## src/rtl/bp_update_queue.sv

```systemverilog
// Branch predictor update queue: tracks in-flight predictions and trains the PHT strictly in allocation order.
// Optional macro BPQ_RESOLVE_BYPASS_EN: a resolve of the unresolved head commits at the same edge.
module bp_update_queue #(
    parameter int GHR_BITS = 10,
    parameter int DEPTH    = 8,
    localparam int TAG_W   = $clog2(DEPTH)
) (
    input  logic                clk,
    input  logic                rst,
    input  logic                alloc_valid,
    input  logic [GHR_BITS-1:0] alloc_idx,
    input  logic [GHR_BITS-1:0] alloc_ghr,
    input  logic                alloc_pred,
    output logic                alloc_ready,
    output logic [TAG_W-1:0]    alloc_tag,
    input  logic                resolve_valid,
    input  logic [TAG_W-1:0]    resolve_tag,
    input  logic                resolve_taken,
    input  logic                flush,
    output logic                commit_valid,
    output logic                commit_outcome,
    output logic                mispredict,
    output logic [GHR_BITS-1:0] commit_idx,
    output logic [GHR_BITS-1:0] commit_ghr,
    output logic [TAG_W:0]      count
);
    localparam logic [TAG_W:0] PTR_ONE = 1;

    // Pointers carry one extra wrap bit so full and empty are distinguishable.
    logic [TAG_W:0]      head_q, tail_q;
    logic [DEPTH-1:0]    valid_q, resolved_q;
    logic                bubble_q;
    logic [GHR_BITS-1:0] idx_q [DEPTH];
    logic [GHR_BITS-1:0] ghr_q [DEPTH];
    logic [DEPTH-1:0]    pred_q, outcome_q;

    logic                commit_valid_q, commit_outcome_q, mispredict_q;
    logic [GHR_BITS-1:0] commit_idx_q, commit_ghr_q;

    logic [TAG_W-1:0] head_idx, tail_idx;
    logic             head_valid, head_resolved, head_outcome;
    logic             bypass_hit, pop, pop_mispredict, resolve_ok, alloc_fire;

    assign head_idx      = head_q[TAG_W-1:0];
    assign tail_idx      = tail_q[TAG_W-1:0];
    assign head_valid    = valid_q[head_idx];
    assign head_resolved = resolved_q[head_idx];
    assign count         = tail_q - head_q;

`ifdef BPQ_RESOLVE_BYPASS_EN
    assign bypass_hit = resolve_valid && (resolve_tag == head_idx) && head_valid && !head_resolved;
`else
    assign bypass_hit = 1'b0;
`endif

    assign head_outcome   = head_resolved ? outcome_q[head_idx] : resolve_taken;
    assign pop            = !flush && head_valid && (head_resolved || bypass_hit);
    assign pop_mispredict = pop && (pred_q[head_idx] != head_outcome);
    assign resolve_ok     = !flush && resolve_valid && valid_q[resolve_tag] && !resolved_q[resolve_tag];

    // count[TAG_W] is set only when the queue holds exactly DEPTH entries.
    assign alloc_ready = !count[TAG_W] && !flush && !pop_mispredict && !bubble_q;
    assign alloc_tag   = tail_idx;
    assign alloc_fire  = alloc_valid && alloc_ready;

    always_ff @(posedge clk or posedge rst) begin
        if (rst) begin
            head_q           <= '0;
            tail_q           <= '0;
            valid_q          <= '0;
            resolved_q       <= '0;
            bubble_q         <= 1'b0;
            commit_valid_q   <= 1'b0;
            commit_outcome_q <= 1'b0;
            mispredict_q     <= 1'b0;
            commit_idx_q     <= '0;
            commit_ghr_q     <= '0;
        end else if (flush) begin
            valid_q        <= '0;
            tail_q         <= head_q;
            bubble_q       <= 1'b0;
            commit_valid_q <= 1'b0;
        end else begin
            bubble_q       <= pop_mispredict;
            commit_valid_q <= pop;
            // NOTE: later non-blocking writes to the same bit win, so the
            // invalidations below deliberately sit after the alloc/resolve updates.
            if (alloc_fire) begin
                valid_q[tail_idx]    <= 1'b1;
                resolved_q[tail_idx] <= 1'b0;
                tail_q               <= tail_q + PTR_ONE;
            end
            if (resolve_ok) begin
                resolved_q[resolve_tag] <= 1'b1;
            end
            if (pop) begin
                valid_q[head_idx] <= 1'b0;
                head_q            <= head_q + PTR_ONE;
                commit_outcome_q  <= head_outcome;
                mispredict_q      <= pop_mispredict;
                commit_idx_q      <= idx_q[head_idx];
                commit_ghr_q      <= {ghr_q[head_idx][GHR_BITS-2:0], head_outcome};
            end
            if (pop_mispredict) begin
                valid_q <= '0;
                tail_q  <= head_q + PTR_ONE;
            end
        end
    end

    // NOTE: payload storage has no reset; valid_q gates every read of it.
    always_ff @(posedge clk) begin
        if (alloc_fire) begin
            idx_q[tail_idx]  <= alloc_idx;
            ghr_q[tail_idx]  <= alloc_ghr;
            pred_q[tail_idx] <= alloc_pred;
        end
        if (resolve_ok) begin
            outcome_q[resolve_tag] <= resolve_taken;
        end
    end

    assign commit_valid   = commit_valid_q;
    assign commit_outcome = commit_outcome_q;
    assign mispredict     = mispredict_q;
    assign commit_idx     = commit_idx_q;
    assign commit_ghr     = commit_ghr_q;
endmodule

```

## config.mk

```make
export PLATFORM = sky130hd
export DESIGN_NAME = bp_update_queue
export DESIGN_NICKNAME = d
export VERILOG_FILES = /design/src/rtl/bp_update_queue.sv
export SDC_FILE = /design/constraint.sdc
export NUM_CORES = 1
export LEC_CHECK = 0
export BUFFER_PORTS_ARGS = -buffer_cell sky130_fd_sc_hd__buf_4
export CAP_MARGIN = 0
export CORE_UTILIZATION = 40
export CTS_CLUSTER_SIZE = 40
export DETAILED_ROUTE_END_ITERATION = 12
export GPL_TIMING_DRIVEN = 0
export SLEW_MARGIN = 10
export SYNTH_ARGS = -nofsm -noshare
export SYNTH_HDL_FRONTEND = slang
export SYNTH_SLANG_ARGS = --single-unit
```

## constraint.sdc

```tcl
create_clock -name clk -period 10.2 [get_ports clk]
set_clock_uncertainty 0.2 [all_clocks]
set_input_delay 2.04 -clock clk [delete_from_list [all_inputs] [get_ports clk]]
set_output_delay 2.04 -clock clk [all_outputs]
set_load 0.05 [all_outputs]
```

==> key figures <==
Status
  – Status: completed

Synthesis
  – Synthesized Nets: 566
  – Post-Synthesis Cell Area: slightly below 9000 sq um
  – Post-synthesis cell type count: between 50 and 60
  – Number of flops mapped to enable cells by yosys: 168
  – Flops & latches, synth: ~220
  – Syn avg cell area: between 15 and 20 sq um
  – Syn Inst Count: 530
  – Top FF cell, synth: edfxtp_1
  – Register area share after synthesis: 0.703
  – Async S/R FF share, synth: 0.219
  – Yosys warning total: 0

Cells and area
  – NumNets Final: 654
  – Post-route design area: approximately 10,000 sq um
  – Layout area overhead: 18.5%
  – Final Util: 0.482
  – Layout cells sized above 1: 0.266
  – Antenna cells: 0
  – Fillers: 1,904

Critical path
  – CP Capture Type: output port
  – Largest stage delay on the critical path: between 0.7 and 0.8 ns
  – Worst path arrival time: about 3.5 ns
  – CP max FO: 11
  – CP max stage cell: buf_1
  – Type of origin of the critical path: flop
  – Crit path buffers/inverters: 4
  – CP delay by family, top: buffers and inverters
  – Worst path cell trace: clkbuf_1 > inv_2 > buf_1 > ha_1 > nor2b_1 > o21ai_0 > nand2_1 > xor2_1 > nor3_1 > buf_4
  – Crit Path Category: flop to output port
  – Worst EP required: 7.96 ns

Power
  – Leak pwr: ~0.0037 uW
  – Worst vdd ir: 111 uV
  – Pwr Total: slightly below 2000 uW
  – Power Dens Cells: 187 nW/um^2

Placement
  – Placed Area: 9690 sq um
  – Port Buffer Count: 58
  – Placer congestion estimate: 0.852
  – Final HPWL DP: 12,200 um

Route
  – Initial DRC Count: 286
  – Vias: 4,936
  – Drt drc: 0
  – WL/cell: a little over 20 um
  – Pre-antenna DRT Iters: 5
  – Routed vias/inst: around 5.4
  – DRT antenna net count: 0
  – Final WL: 19,000 um

STA
  – Final hold violations: 0
  – Maximum clock frequency: 173 MHz
  – Setup violators final: 0
  – Minimum clock period: ~5.8 ns
  – Least-Margin Pin Slew: ~1.2 ns
  – Slew HR: 0.228
  – Fin. max-slew vios: 0
  – RSZ-0062 raised after global routing: no
  – Fin crit share: 0.565
  – Setup TNS: 0 ns

CTS
  – CTS buffer count: 23
  – Post-CTS Hold Buffers: 0
  – Root buf cell: clkbuf_16
  – Post-CTS setup buffers: 0
  – PostCTS Resize Cnt: 0
  – Clk pin slew, worst setup/hold paths: 0.06 ns
  – Clk sink count: around 220
  – Clk Latency, worst-skew pair: 0.51 ns
  – TritonCTS clock tree: built
  – Number of H-tree levels: 1
  – Clock buffer depth: 3

Global routing
  – Met1 usage: 0.244
  – Vias in the first global route: just over 5,000
  – Gr busiest metal: met2
  – GRT overflow: 0
  – Global Route Usage Sum: 0.177
  – Largest net degree at the start of global routing: 35
  – Initial antenna violation count: 0
  – Grt met2 use: 0.290
  – Global-route wire length before repair: 29,600 um
  – Grt met3 use: 0.0273

Floorplan
  – Die Height: roughly 150 um
  – Starting density of the core: 0.407
  – Rows: 54
  – I/O Pins: between 60 and 70
  – Core Area: ~22,000 sq um
  – Die Wd: approximately 150 um
  – Die area: ~23,000 sq um

Run
  – Maxcap violations: 0

Hold path
  – Hold Crit Class: flop to flop
[cell type report]
| class | instances | area (sq um) | area share |
|---|---|---|---|
| well taps | 280 | 350 | 0.0334 |
| multi-input cells | 261 | 2380 | 0.227 |
| clock inverters | 14 | 186 | 0.0178 |
| plain buffers | 35 | 184 | 0.0176 |
| clock buffers | 28 | 604 | 0.0577 |
| flip-flops and latches | 215 | 6220 | 0.594 |
| inverters | 19 | 71.3 | 0.00681 |
| repair buffers | 63 | 487 | 0.0464 |
[worst reg2reg max path: cells and delay by family, from the launching register on]
kind,cells,cell delay (ns)
adders and majority gates,1,0.37
DFF,1,0.37
AOI/OAI and AO/OA,1,0.26
and+or+nand+nor,4,0.96
buffers and inverters,5,2.47
[logic make-up after synthesis]
logic type / after synthesis / synth area share
compound gates: 69 / 0.0502
xor+xnor: 8 / 0.00792
fa+ha+maj: 6 / 0.00934
buf+inv: 54 / 0.0289
flops: 215 / 0.703
mux: 67 / 0.137
simple gates: 111 / 0.0635
[where the power goes]
| part | internal, uW | switching (uW) |
|---|---|---|
| sequential | 968 | 12.3 |
| combinational | 42.1 | 73.9 |
| clock | 526 | 335 |
| total | 1540 | 421 |
[per-stage QoR]
step                hold slack (ns)  cells  setup slack (ns)
detailed placement            0.274    873              4.72
global route                  0.311    915              4.11
CTS                           0.287    915              4.35
floorplan                     0.264    530              4.29
global placement              0.268    868              2.01
finish                        0.283    915              4.44
[registers in the layout, indices dropped and copies added (netlist names)]
register and cells:
bubble_q 1, commit_ghr 10, commit_idx 10, commit_valid 1, ghr_q 72, head_q 4
idx_q 80, mispredict 1, outcome_q 8, pred_q 8, resolved_q 8, tail_q 4
valid_q 8
[routing by layer]
layer,vias up,routed length [um]
met5,-,0
met4,0,554
met3,35,848
met2,131,9010
met1,2531,8560
li1,2239,-
[layout by cell type, fill, tap and decap left out, types with 6 or more instances in the layout]
cell	instances
a21oi_1	9
and3_1	6
buf_2	7
buf_4	64
clkbuf_1	22
clkbuf_16	23
dfrtp_1	47
edfxtp_1	168
inv_1	16
mux2i_1	22
mux4_2	42
nand2_1	38
nand3_1	8
nor2_1	17
nor3_1	13
o21ai_0	31
[final timing paths]
kind                       slack [ns]  cells after the start                   start                        end
setup / recovery                 4.44                     10   head_q[1]$_DFFE_PP0P_                alloc_ready
hold / removal                   0.28                      1  mispredict$_DFFE_PP0P_     mispredict$_DFFE_PP0P_
setup reg to reg                 5.18                     11   head_q[1]$_DFFE_PP0P_      idx_q[6][9]$_DFFE_PP_
hold reg to reg                  0.28                      1  mispredict$_DFFE_PP0P_     mispredict$_DFFE_PP0P_
max in group asynchronous        7.95                      3                     rst  commit_idx[2]$_DFFE_PP0P_
min in group asynchronous        1.32                      2                     rst  commit_idx[7]$_DFFE_PP0P_
[Yosys cell counts, drive strengths merged (13+ instances only)]
master,instances,area share
mux2i,23,0.027
mux4,42,0.11
o21ai,31,0.018
buf,17,0.013
nand2,38,0.016
nor3,13,0.0074
dfrtp,47,0.13
clkbuf,18,0.0076
inv,18,0.0076
edfxtp,168,0.57
nor2,18,0.0079
(Power assumes the default switching activity.)
